--- config.mk ---
export PLATFORM = sky130hd
export DESIGN_NAME = t_ff_counter_param_flat
export DESIGN_NICKNAME = d
export VERILOG_FILES = /design/src/rtl/t_ff_counter_param_if.sv /design/src/rtl/t_ff_counter_param.sv /design/src/flat_wrapper.sv
export SDC_FILE = /design/constraint.sdc
export NUM_CORES = 1
export LEC_CHECK = 0
export CELL_PAD_IN_SITES_DETAIL_PLACEMENT = 0
export CELL_PAD_IN_SITES_GLOBAL_PLACEMENT = 1
export CORE_MARGIN = 2
export CORE_UTILIZATION = 31
export DETAILED_ROUTE_END_ITERATION = 8
export PLACE_DENSITY = 0.77
export SLEW_MARGIN = 20
export SYNTH_ARGS = -nofsm -noshare
export SYNTH_HDL_FRONTEND = slang
export SYNTH_SLANG_ARGS = --single-unit
--- constraint.sdc ---
create_clock -name clk -period 2 [get_ports clk]
set_input_delay 0.4 -clock clk [delete_from_list [all_inputs] [get_ports clk]]
set_output_delay 0.4 -clock clk [all_outputs]
set_load 0.05 [all_outputs]
--- src/rtl/t_ff_counter_param_if.sv ---
// Control/status bundle for the T-cell counter: the master drives the controls, the slave returns q and wrap.
interface t_ff_counter_param_if #(
  parameter int WIDTH = 4
);
  logic             en;
  logic [1:0]       mode;
  logic [WIDTH-1:0] t_in;
  logic             load;
  logic [WIDTH-1:0] d_in;
  logic [WIDTH-1:0] q;
  logic             wrap;

  modport master (output en, mode, t_in, load, d_in, input q, wrap);
  modport slave  (input en, mode, t_in, load, d_in, output q, wrap);
endinterface

--- src/rtl/t_ff_counter_param.sv ---
// N-bit register of T cells (q ^= tmask) with hold/up/down/toggle modes, modulus, load and a registered wrap pulse.
// Optional macro T_CNT_SATURATE_EN: up/down stop at the ends and keep wrap high instead of wrapping around.
module t_ff_counter_param #(
  parameter int     WIDTH     = 4,
  parameter longint MOD       = 16,
  parameter longint RESET_VAL = 0
) (
  input  logic                    clk,
  input  logic                    rst,
  t_ff_counter_param_if.slave     bus
);
  // Compares run at WIDTH+1 bits so MOD = 2^WIDTH is representable.
  localparam logic [WIDTH:0]   L_MOD  = (WIDTH+1)'(MOD);
  localparam logic [WIDTH:0]   L_MAX1 = (WIDTH+1)'(MOD - 1);
  localparam logic [WIDTH-1:0] L_MAX  = WIDTH'(MOD - 1);
  localparam logic [WIDTH-1:0] L_RST  = WIDTH'(RESET_VAL);

  logic [WIDTH-1:0] r_q;
  logic             r_wrap;
  logic [WIDTH:0]   w_q1;
  logic [WIDTH-1:0] w_tgt;
  logic [WIDTH-1:0] w_tmask;
  logic [WIDTH-1:0] w_ld;
  logic             w_wrap_nxt;

  assign w_q1 = {1'b0, r_q};
  assign w_ld = ({1'b0, bus.d_in} >= L_MOD) ? L_MAX : bus.d_in;

  always_comb begin
    w_tgt      = r_q;
    w_wrap_nxt = 1'b0;
    case (bus.mode)
      2'b01: begin
        if (w_q1 < L_MAX1) begin
          w_tgt = r_q + WIDTH'(1);
        end else if (w_q1 == L_MAX1) begin
`ifdef T_CNT_SATURATE_EN
          w_tgt = r_q;
`else
          w_tgt = '0;
`endif
          w_wrap_nxt = 1'b1;
        end else begin
          w_tgt = '0;
        end
      end
      2'b10: begin
        if (w_q1 == '0) begin
`ifdef T_CNT_SATURATE_EN
          w_tgt = r_q;
`else
          w_tgt = L_MAX;
`endif
          w_wrap_nxt = 1'b1;
        end else if (w_q1 >= L_MOD) begin
          w_tgt = L_MAX;
        end else begin
          w_tgt = r_q - WIDTH'(1);
        end
      end
      2'b11:   w_tgt = r_q ^ bus.t_in;
      default: w_tgt = r_q;
    endcase
  end

  // Every counting step is reduced to the set of bits that must toggle.
  assign w_tmask = r_q ^ w_tgt;

  always_ff @(posedge clk or posedge rst) begin
    if (rst) begin
      r_q    <= L_RST;
      r_wrap <= 1'b0;
    end else if (bus.load) begin
      r_q    <= w_ld;
      r_wrap <= 1'b0;
    end else if (bus.en) begin
      r_q    <= r_q ^ w_tmask;
      r_wrap <= w_wrap_nxt;
    end else begin
      r_wrap <= 1'b0;
    end
  end

  assign bus.q    = r_q;
  assign bus.wrap = r_wrap;
endmodule
--- src/flat_wrapper.sv ---
// flat-port wrapper written by rule: the top's interface ports become plain ports
module t_ff_counter_param_flat 
#(
  parameter int     WIDTH     = 4,
  parameter longint MOD       = 16,
  parameter longint RESET_VAL = 0
)
  (clk, rst, bus_en, bus_mode, bus_t_in, bus_load, bus_d_in, bus_q, bus_wrap);
  t_ff_counter_param_if #(.WIDTH(WIDTH)) bus_i ();
  input  logic clk;
  input  logic rst;
  input wire logic [$bits(bus_i.en)-1:0] bus_en;
  input wire logic [$bits(bus_i.mode)-1:0] bus_mode;
  input wire logic [$bits(bus_i.t_in)-1:0] bus_t_in;
  input wire logic [$bits(bus_i.load)-1:0] bus_load;
  input wire logic [$bits(bus_i.d_in)-1:0] bus_d_in;
  output wire logic [$bits(bus_i.q)-1:0] bus_q;
  output wire logic [$bits(bus_i.wrap)-1:0] bus_wrap;
  assign bus_i.en = bus_en;
  assign bus_i.mode = bus_mode;
  assign bus_i.t_in = bus_t_in;
  assign bus_i.load = bus_load;
  assign bus_i.d_in = bus_d_in;
  assign bus_q = bus_i.q;
  assign bus_wrap = bus_i.wrap;
  t_ff_counter_param #(.WIDTH(WIDTH), .MOD(MOD), .RESET_VAL(RESET_VAL)) u_core (.clk(clk), .rst(rst), .bus(bus_i));
endmodule
==> summary.md, run 1 <==
| Metric | Value |
|---|---|
| Clk root buf | clkbuf_4 |
| Drt wl/cell | 11.2 um |
| Fin. Hold Viols | 0 |
| Largest net degree at the start of global routing | 13 |
| Ratio of cells with drive above 1 in the final layout | approximately a fifth |
| Vias in the first global route | 502 |
| Critical Path AT | ~1.4 ns |
| FF-to-FF setup slack | approximately 0.48 ns |
| Commonest cells after routing, fill and taps aside | clkdlybuf4s50_1 (14), buf_4 (10), inv_1 (8), nand2_1 (7), ha_1 (6) |
| Cells after Synth | between 60 and 70 |
| Gr ovfl total | 0 |
| Pre-Repair DR Iteration Count | 4 |
| Worst Path Required | about 1.6 ns |
| Startpoint types | flip-flop |
| Critical setup path kind | reg2out |
| Synthesis Warnings | 0 |
| H-tree depth | 1 |
| First-pass GRT wire length | roughly 2.2 mm |
| Pre-CTS setup slack | -0.0136 ns |
| Die Span Y | about 47 um |
| Worst path bufs/invs | 1 |
| Final worst slack | ~0.24 ns |
| Mapped Nets | 86 |
| RSZ-0062 raised after global routing | false |
| Die width | about 47 um |
| Avg Inst Size Synth | about 8.6 um^2 |
| Initial DRC count | 9 |
| Number of synthesized flops with an enable pin | 0 |
| Clk_skew | approximately 0.0047 ns |
| Max Slew Vio Count | 0 |
| Hold-fix buffers, CTS | 0 |
| Diode count | 0 |
| Die ar. | 2190 um^2 |
| Synth unique cells | 31 |
| Worst-margin pin slew | slightly below 0.5 ns |
| Max Root-Sink Buffers | 2 |
| Gr usage total | 13.7% |
| Clock-pin slew on the worst setup and hold paths | roughly 0.04 ns |
| Critical path's slowest cell | clkdlybuf4s50_1 |
| DRC violation count after routing | 0 |
| Core box area | between 1500 and 2000 um^2 |
| Final Setup Violations | 0 |
| Netlist Area Pre-Place | 568 um^2 |
| Min Tclk post-route | about 1.8 ns |
| Min-delay worst type | in2async |
| Part of the cycle the worst path needs | between 80% and 90% |
| Seq cells post-synth | 5 |
| Multi-input logic area | 375 um^2 |
| Max Cap Viol | 0 |
| Min Hold Slack | roughly 0.36 ns |
| DR vias/cell | between 4 and 5 |
| Post-synth ARST share | 100% |
| Rows | 15 |
| Reg area | ~130 um^2 |
| Critical path's top delay family | buffers and inverters |
| IO Port Bufs | 18 |
| Worst path max stage delay | approximately 0.8 ns |
| Initial Util | 32.9% |
| # IOs | 19 |
| Final core occ | about 47% |
| Clock sinks | 5 |
| Final instance area | 803 um^2 |
| Vias | roughly 550 |
| DP Wirelength | about 1.1 mm |
| Post-synth top flop | dfrtp_1 |
| Later-pin clock latency in the skew report | approximately 0.24 ns |
| CTS Buf Count | 3 |
| Max Freq | ~570 MHz |
| Status | finished clean |
| DP Area | roughly 800 um^2 |
| Routed WL | between 1 and 1.5 mm |
| Pwr/cell area | ~570 nW/um^2 |
| Critical Path End Type | output pin |
| Max VDD drop | between 0.2 and 0.25 mV |
| Critical Path Fanout Max | 1 |
| Setup bufs post-CTS | 0 |
| Slew margin rel. | 67.2% |
| Most common cell after layout, fill and taps aside | clkdlybuf4s50_1 |
| Critical-path cell list | clkdlybuf4s50_1 |
| Sequential share of the synthesized area | 22.0% |
| Filler cells | approximately 190 |
| Final Net Count | roughly 110 |
| Layout area overhead | 41.4% |
| RePlAce Congestion | just under 0.8 |
| LEAKAGE | between 0.0003 and 0.0004 uW |
| Initial antenna violation count | 0 |
| CTS tree | built |
| Antenna viol nets, final | 0 |
| Post-CTS sizing | 0 |
## cell usage after synthesis (2+ instances only)
cell type  count  area share, %
xor2_1         3            4.6
buf_6          3            5.9
o21ai_0        2            1.8
inv_1          8            5.3
nand2_1        7            4.6
a311oi_1       2            3.1
nor3_1         2            1.8
nor2_1         2            1.3
a21oi_1        3            2.6
o221ai_1       2            3.1
dfrtp_1        5             22
ha_1           6             13
nand2b_1       3            3.3
## metal layers
metal	GRT usage [%]	routed length, um	vias up
met5	0	0	-
met4	6.67	15	0
met2	22.5	623	23
met3	1.15	81	2
met1	18.2	571	241
li1	-	-	288
## cell families (layout without fill, tap and decap cells)
| logic type | Yosys count | count (layout) | share of synthesized area, % |
|---|---|---|---|
| compound gates | 21 | 21 | 30.6 |
| fa+ha+maj | 6 | 6 | 13.2 |
| buf+inv | 12 | 36 | 11.9 |
| xor+xnor | 3 | 3 | 4.63 |
| simple gates | 19 | 19 | 17.6 |
| flops | 5 | 5 | 22.0 |
## through the flow
stage                     instances  TNS, ns  total power (uW)
after floorplan                  66        0               279
after global placement          111        0               342
after detailed placement        111  -0.0136               342
after CTS                       115        0               460
after global routing            115        0               489
final                           115        0               457
## where the power goes
group | internal (uW) | switching, uW
logic | 96.1 | 112
registers | 112 | 21.0
clock network | 75.4 | 41.2
total | 283 | 174
## area by class of cell
class,instances,share of cell area (%)
multi-input combinational,49,46.7
timing repair buffer,24,26.8
sequential,5,15.6
tap,25,3.89
inverter,8,3.74
clock buffer,4,3.27
## final timing paths
kind | startpoint | end | cells after the start
worst max-delay path | u_core.bus.wrap | bus_wrap | 1
min in group clk | flip-flop | flip-flop | 3
worst max register to register | flip-flop | flip-flop | 5
worst min-delay path | rst | asynchronous set/reset pin | 2
max in group asynchronous | rst | u_core.bus.wrap | 2
worst min register to register | flip-flop | flip-flop | 3
Note: power is estimated with default switching activity, not from simulation.
==> inputs of run 2 (changes only) <==
--- a/config.mk
+++ b/config.mk
@@ -5,12 +5,10 @@
 export SDC_FILE = /design/constraint.sdc
 export NUM_CORES = 1
 export LEC_CHECK = 0
-export CELL_PAD_IN_SITES_DETAIL_PLACEMENT = 0
-export CELL_PAD_IN_SITES_GLOBAL_PLACEMENT = 1
 export CORE_MARGIN = 2
-export CORE_UTILIZATION = 31
+export CORE_UTILIZATION = 43
 export DETAILED_ROUTE_END_ITERATION = 8
-export PLACE_DENSITY = 0.77
+export PLACE_DENSITY = 0.78
 export SLEW_MARGIN = 20
 export SYNTH_ARGS = -nofsm -noshare
 export SYNTH_HDL_FRONTEND = slang
==> run 2 against run 1 <==
Design area shrank 3.4%. Core utilization rose by 15 points. Setup slack better by 0.0029 ns. Flip-flop and latch count unchanged. Via count increased by 2.3%. Combinational power decreased by 4%. Register-to-register slack lost 0.21 ns. Wire length is 0.85% lower. Sequential power increased by 4%. Maximum frequency increased by 0.17%. Final cell count fell by 10%.
==> summary.md, run 2 (synthesis gave the netlist of run 1 again) <==
| Metric | Value |
|---|---|
| CTS Buf Count | 3 (unchanged) |
| Internal power | 279 uW (-1.4%) |
| Max Root-Sink Buffers | 2 (unchanged) |
| Layout area overhead | 36.6% |
| Largest net degree at the start of global routing | 13 (unchanged) |
| IO Port Bufs | 18 (unchanged) |
| Die Span Y | 40.3 um (-14%) |
| Ratio of cells with drive above 1 in the final layout | 18.2% (-1.8 points) |
| Worst Path Required | 2.10 ns (+0.50 ns) |
| Diode count | 0 (unchanged) |
| DP Wirelength | 1.02 mm (-6.2%) |
| DRC violation count after routing | 0 (unchanged) |
| M1 WL | 539 um (-5.6%) |
| Fin. Hold Viols | 0 (unchanged) |
| Net Sw Power | 175 uW (+0.78%) |
| Die width | 40.3 um (-14%) |
| Min Tclk post-route | 1.75 ns (-0.00295 ns) |
| Critical Path AT | 1.86 ns (+0.50 ns) |
| Rows | 13 (-2) |
| Later-pin clock latency in the skew report | 0.24 ns (about the same) |
| Max VDD drop | 0.405 mV (+96%) |
| Hold-fix buffers, CTS | 0 (unchanged) |
| Pwr/cell area | 586 nW/um^2 (+3.0%) |
| Sequential fraction of design power | 30.5% (+1.5 points) |
| Critical setup path kind | in2reg |
| Worst-margin pin slew | 0.491 ns (+0.000161 ns) |
| Setup bufs post-CTS | 0 (unchanged) |
| RSZ-0062 raised after global routing | false |
| Gr ovfl total | 0 (unchanged) |
| Drt wl/cell | 12.4 um (+11%) |
| Switching share of total power | 38.5% (+0.51 points) |
| Slew margin rel. | 67.2% (about the same) |
| Clock-pin slew on the worst setup and hold paths | 0.05 ns (about the same) |
| Met3 wire length | 100 um (+23%) |
| Initial DRC count | 9 (unchanged) |
| Vias in the first global route | 523 (+4.2%) |
| Min Hold Slack | 0.352 ns (-0.00584 ns) |
| Core box area | 1270 um^2 (-27%) |
| Comb power frac | 43.7% (-1.7 points) |
| Most common cell after layout, fill and taps aside | clkdlybuf4s50_1 |
| Status | finished clean |
| Worst path max stage delay | 0.50 ns (-0.29 ns) |
| Worst path bufs/invs | 2 (+1) |
| # IOs | 19 (unchanged) |
| Critical Path Fanout Max | 3 (+2) |
| Gr usage total | 19.0% (+5.3 points) |
| Antenna viol nets, final | 0 (unchanged) |
| Final setup TNS | 0 ns (unchanged) |
| Pre-Repair DR Iteration Count | 4 (unchanged) |
| Total power | 454 uW (-0.56%) |
| Commonest cells after routing, fill and taps aside | clkdlybuf4s50_1 (14), inv_1 (8), buf_4 (8), nand2_1 (7), ha_1 (6) |
| Vias | 567 (+2.3%) |
| Die ar. | 1630 um^2 (-26%) |
| Clk_skew | 0.00473 ns (+0.0000337 ns) |
| Part of the cycle the worst path needs | 87.7% (-0.15 points) |
| DR vias/cell | 5.50 (+14%) |
| Max Freq | 570 MHz (+0.17%) |
| Critical-path cell list | clkdlybuf4s50_1, inv_1, ha_1, and2b_1, a31oi_1, a311oi_1, a221oi_2 |
| Critical path's top delay family | buffers and inverters |
| Stages on worst setup path | 7 (+6) |
| Filler cells | 119 (-36%) |
| FF-to-FF path depth | 6 (+1) |
| Critical path's slowest cell | clkdlybuf4s50_1 |
| Top sig layer | met4 |
| Met2 wire length | 630 um (+1.1%) |
| Clk root buf | clkbuf_4 |
| Max Cap Viol | 0 (unchanged) |
| Routed WL | 1.28 mm (-0.85%) |
| H-tree depth | 1 (unchanged) |
| Initial Util | 44.8% (+12 points) |
| First-pass GRT wire length | 2.06 mm (-4.8%) |
| Max Slew Vio Count | 0 (unchanged) |
| Power share of the clock group | 25.8% (+0.3 points) |
| Final core occ | 61.1% (+15 points) |
| Startpoint types | primary input |
| Post-CTS sizing | 0 (unchanged) |
| LEAKAGE | 0.000349 uW (-2.8%) |
| Clock sinks | 5 (unchanged) |
| Initial antenna violation count | 0 (unchanged) |
| Final Setup Violations | 0 (unchanged) |
| CTS tree | built |
| Critical Path End Type | flip-flop |
| RePlAce Congestion | 0.876 (+11%) |
| Min-delay worst type | in2async |
| Final Net Count | 109 (-1.8%) |
[run 2: cell count changes in the layout (fill, tap and decap cells not counted)]
cell   previous run  this run
buf_4            10         8
[run 2: metal layers]
metal / vias to the layer above / track usage (%)
met5: - / 0
met3: 2 / 3.89
met4: 0 / 10.8
met1: 255 / 21.9
met2: 27 / 32.1
li1: 283 / -
[run 2: layout make-up]
class	count	area [um^2]	area share (%)
Tap cell	15	18.8	2.42
Sequential cell	5	125	16.1
Multi-Input combinational cell	49	375	48.4
Inverter	8	30.0	3.87
Clock buffer	4	26.3	3.39
Timing Repair Buffer	22	200	25.8
[run 2: worst paths after layout]
path,startpoint,endpoint,slack (ns)
max in group asynchronous,rst,asynchronous set/reset pin,1.47
min in group clk,bus_d_in[2],flip-flop,0.72
hold reg to reg,flip-flop,flip-flop,0.76
hold / removal,rst,asynchronous set/reset pin,0.35
setup / recovery,bus_mode[1],flip-flop,0.25
setup reg to reg,flip-flop,flip-flop,0.27
[run 2: power by group through the flow]
| stage | Clock [uW] | Combinational [uW] | Sequential [uW] |
|---|---|---|---|
| 3_3_place_gp | 0 | 194 | 138 |
| 5_1_grt | 126 | 216 | 142 |
| 2_1_floorplan | 0 | 118 | 162 |
| 6_report | 117 | 199 | 138 |
| 3_5_place_dp | 0 | 199 | 140 |
| 4_1_cts | 119 | 200 | 138 |
[run 2: metrics by stage]
| stage | cells | setup slack (ns) | cell area, um^2 |
|---|---|---|---|
| after detailed placement | 99 | -0.0271 | 749 |
| after CTS | 103 | 0.232 | 776 |
| after global placement | 99 | 0.0397 | 749 |
| after global routing | 103 | 0.152 | 776 |
| final | 103 | 0.245 | 776 |
| after floorplan | 66 | 0.105 | 568 |
==> inputs of run 3 (changes only) <==
--- a/config.mk
+++ b/config.mk
@@ -6,9 +6,10 @@
 export NUM_CORES = 1
 export LEC_CHECK = 0
 export CORE_MARGIN = 2
-export CORE_UTILIZATION = 43
+export CORE_UTILIZATION = 39
 export DETAILED_ROUTE_END_ITERATION = 8
-export PLACE_DENSITY = 0.78
+export PLACE_DENSITY = 0.75
+export RECOVER_POWER = 50
 export SLEW_MARGIN = 20
 export SYNTH_ARGS = -nofsm -noshare
 export SYNTH_HDL_FRONTEND = slang
==> constraint.sdc (replaced) <==
create_clock -name clk -period 1.6 [get_ports clk]
set_input_delay 0.32 -clock clk [delete_from_list [all_inputs] [get_ports clk]]
set_output_delay 0.32 -clock clk [all_outputs]
set_load 0.05 [all_outputs]
==> run 3 against run 2 <==
Wire length up 15%. Flip-flop and latch count unchanged. Register-to-register slack worse by 0.17 ns. Via count up 7.2%. Clock power up 38%. Largest cell class unchanged. Global-route usage down 2.7 points. Core utilization up 9.9 points.
==> summary.md, run 3 (synthesis gave the netlist of run 1 again) <==
| Metric | Value |
|---|---|
| Layout area overhead | 66.7% |
| Total power | 678 uW (+49%) |
| Hold-fix buffers, CTS | 0 (unchanged) |
| FF-to-FF setup slack | 0.10 ns (-0.17 ns) |
| Largest net degree at the start of global routing | 13 (unchanged) |
| Final setup TNS | 0 ns (unchanged) |
| Critical Path Fanout Max | 6 (+3) |
| Clk root buf | clkbuf_4 |
| Critical Path AT | 1.63 ns (-0.23 ns) |
| Later-pin clock latency in the skew report | 0.26 ns (+0.02 ns) |
| Gr usage total | 16.3% (-2.7 points) |
| Critical Path End Type | flip-flop |
| Fin. Hold Viols | 0 (unchanged) |
| Antenna viol nets, final | 0 (unchanged) |
| Rows | 13 (unchanged) |
| Routed WL | 1.47 mm (+15%) |
| Critical-path cell list | inv_1, ha_4, o21ba_4, o21bai_2, a311oi_2, a221oi_2 |
| Min-delay worst type | in2async |
| Vias | 608 (+7.2%) |
| IO Port Bufs | 18 (unchanged) |
| Pre-Repair DR Iteration Count | 4 (unchanged) |
| Core box area | 1330 um^2 (+5.1%) |
| Initial antenna violation count | 0 (unchanged) |
| Max Slew Vio Count | 0 (unchanged) |
| Diode count | 0 (unchanged) |
| Clk_skew | 0.000533 ns (-0.00420 ns) |
| Die width | 42.2 um (+4.5%) |
| DP Wirelength | 1.14 mm (+12%) |
| Final core occ | 71.0% (+9.9 points) |
| Critical path's top delay family | compound AO/OA/AOI/OAI gates |
| Slew margin rel. | 59.9% (-7.2 points) |
| Filler cells | 99 (-17%) |
| Drt wl/cell | 13.3 um (+7.4%) |
| Part of the cycle the worst path needs | roughly 93% |
| Min Tclk post-route | around 1.5 ns |
| Worst path bufs/invs | 1 (-1) |
| DR vias/cell | 5.53 (+0.41%) |
| Worst Path Required | 1.73 ns (-0.37 ns) |
| Worst path max stage delay | 0.46 ns (-0.04 ns) |
| Die ar. | 1780 um^2 (+9.2%) |
| Die Span Y | 42.2 um (+4.5%) |
| Max Cap Viol | 0 (unchanged) |
| Final Non-Filler Cells | 110 (+6.8%) |
| RePlAce Congestion | 0.831 (-5.1%) |
| DRC violation count after routing | 0 (unchanged) |
| LEAKAGE | 0.000415 uW (+19%) |
| # IOs | 19 (unchanged) |
| Worst-margin pin slew | 0.603 ns (+0.113 ns) |
| Initial DRC count | 19 (+10) |
| Gr ovfl total | 0 (unchanged) |
| Max VDD drop | 0.413 mV (+2.0%) |
| Final Net Count | 116 (+6.4%) |
| Clock sinks | 5 (unchanged) |
| Final Setup Violations | 0 (unchanged) |
| Commonest cells after routing, fill and taps aside | clkdlybuf4s50_1 (10), buf_4 (10), nand2_1 (7), inv_1 (5), buf_12 (4) |
| Startpoint types | flip-flop |
| Ratio of cells with drive above 1 in the final layout | 38.9% (+21 points) |
| Min Hold Slack | 0.409 ns (+0.0575 ns) |
| Status | finished clean |
| Initial Util | 42.6% (-2.2 points) |
| H-tree depth | 1 (unchanged) |
| Critical setup path kind | reg2reg |
| FF-to-FF path depth | 6 (unchanged) |
| Clock-pin slew on the worst setup and hold paths | 0.05 ns (about the same) |
| RSZ-0062 raised after global routing | false |
| Vias in the first global route | 546 (+4.4%) |
| Critical path's slowest cell | dfrtp_4 |
| CTS tree | built |
| Placed Cells | 106 (+7.1%) |
| Max Freq | between 600 and 700 MHz |
| CTS Buf Count | 3 (unchanged) |
| Max Root-Sink Buffers | 2 (unchanged) |
| First-pass GRT wire length | 2.26 mm (+9.4%) |
| Pwr/cell area | 716 nW/um^2 (+22%) |
==> run 3: per-layer routing <==
metal / GRT usage (%) / up-vias / share of wire [%] / wire [um]
met3: 1.29 / 2 / 6.8 / 100
met2: 27.4 / 27 / 50 / 737
li1: - / 300 / - / -
met4: 7.50 / 0 / 1.6 / 23
met5: 0 / - / 0 / 0
met1: 21.0 / 279 / 41 / 605
==> run 3: where the power goes <==
part           leakage, uW  total (uW)  switching, uW  internal, uW
clock network    0.0000150         162           67.0          95.3
registers        0.0000595         181           39.4           142
logic             0.000340         335            156           178
total             0.000415         678            262           416
==> run 3: layout make-up <==
type / count / area (um^2) / area share, %
well taps: 15 / 18.8 / 1.98
flip-flops and latches: 5 / 130 / 13.7
repair buffers: 29 / 305 / 32.2
multi-input cells: 49 / 434 / 45.8
inverters: 8 / 32.5 / 3.43
clock buffers: 4 / 26.3 / 2.77
==> run 3: per-stage QoR <==
stage	worst slack (ns)	area, um^2
3_5_place_dp	-0.290	882
2_1_floorplan	-0.0281	601
6_report	0.104	947
3_3_place_gp	-0.245	882
4_1_cts	0.0117	917
5_1_grt	0.0296	947
==> run 3: repair_timing <==
item | in CTS | in global routing
gates cloned | 0 | 0
setup buffers | 0 | 0
pin swaps | 1 | 2
endpoints found under the setup margin | 2 | 5
gates resized for setup | 2 | 11
==> run 3: worst reg2reg max path: stages, from the launching register on <==
cell,delay (ns)
dfrtp_4,0.46
inv_1,0.09
ha_4,0.18
o21ba_4,0.21
o21bai_2,0.06
a311oi_2,0.29
a221oi_2,0.08
==> run 3: how the worst max path moves through the flow <==
stage                           end         from  cells after the start  slack (ns)
after global placement    flip-flop  bus_mode[0]                      7       -0.25
after detailed placement  flip-flop  bus_mode[1]                      7       -0.29
after floorplan           flip-flop    flip-flop                      7       -0.03
after CTS                 flip-flop  bus_mode[0]                      6        0.01
final                     flip-flop    flip-flop                      6        0.10
after global routing      flip-flop    flip-flop                      4        0.03
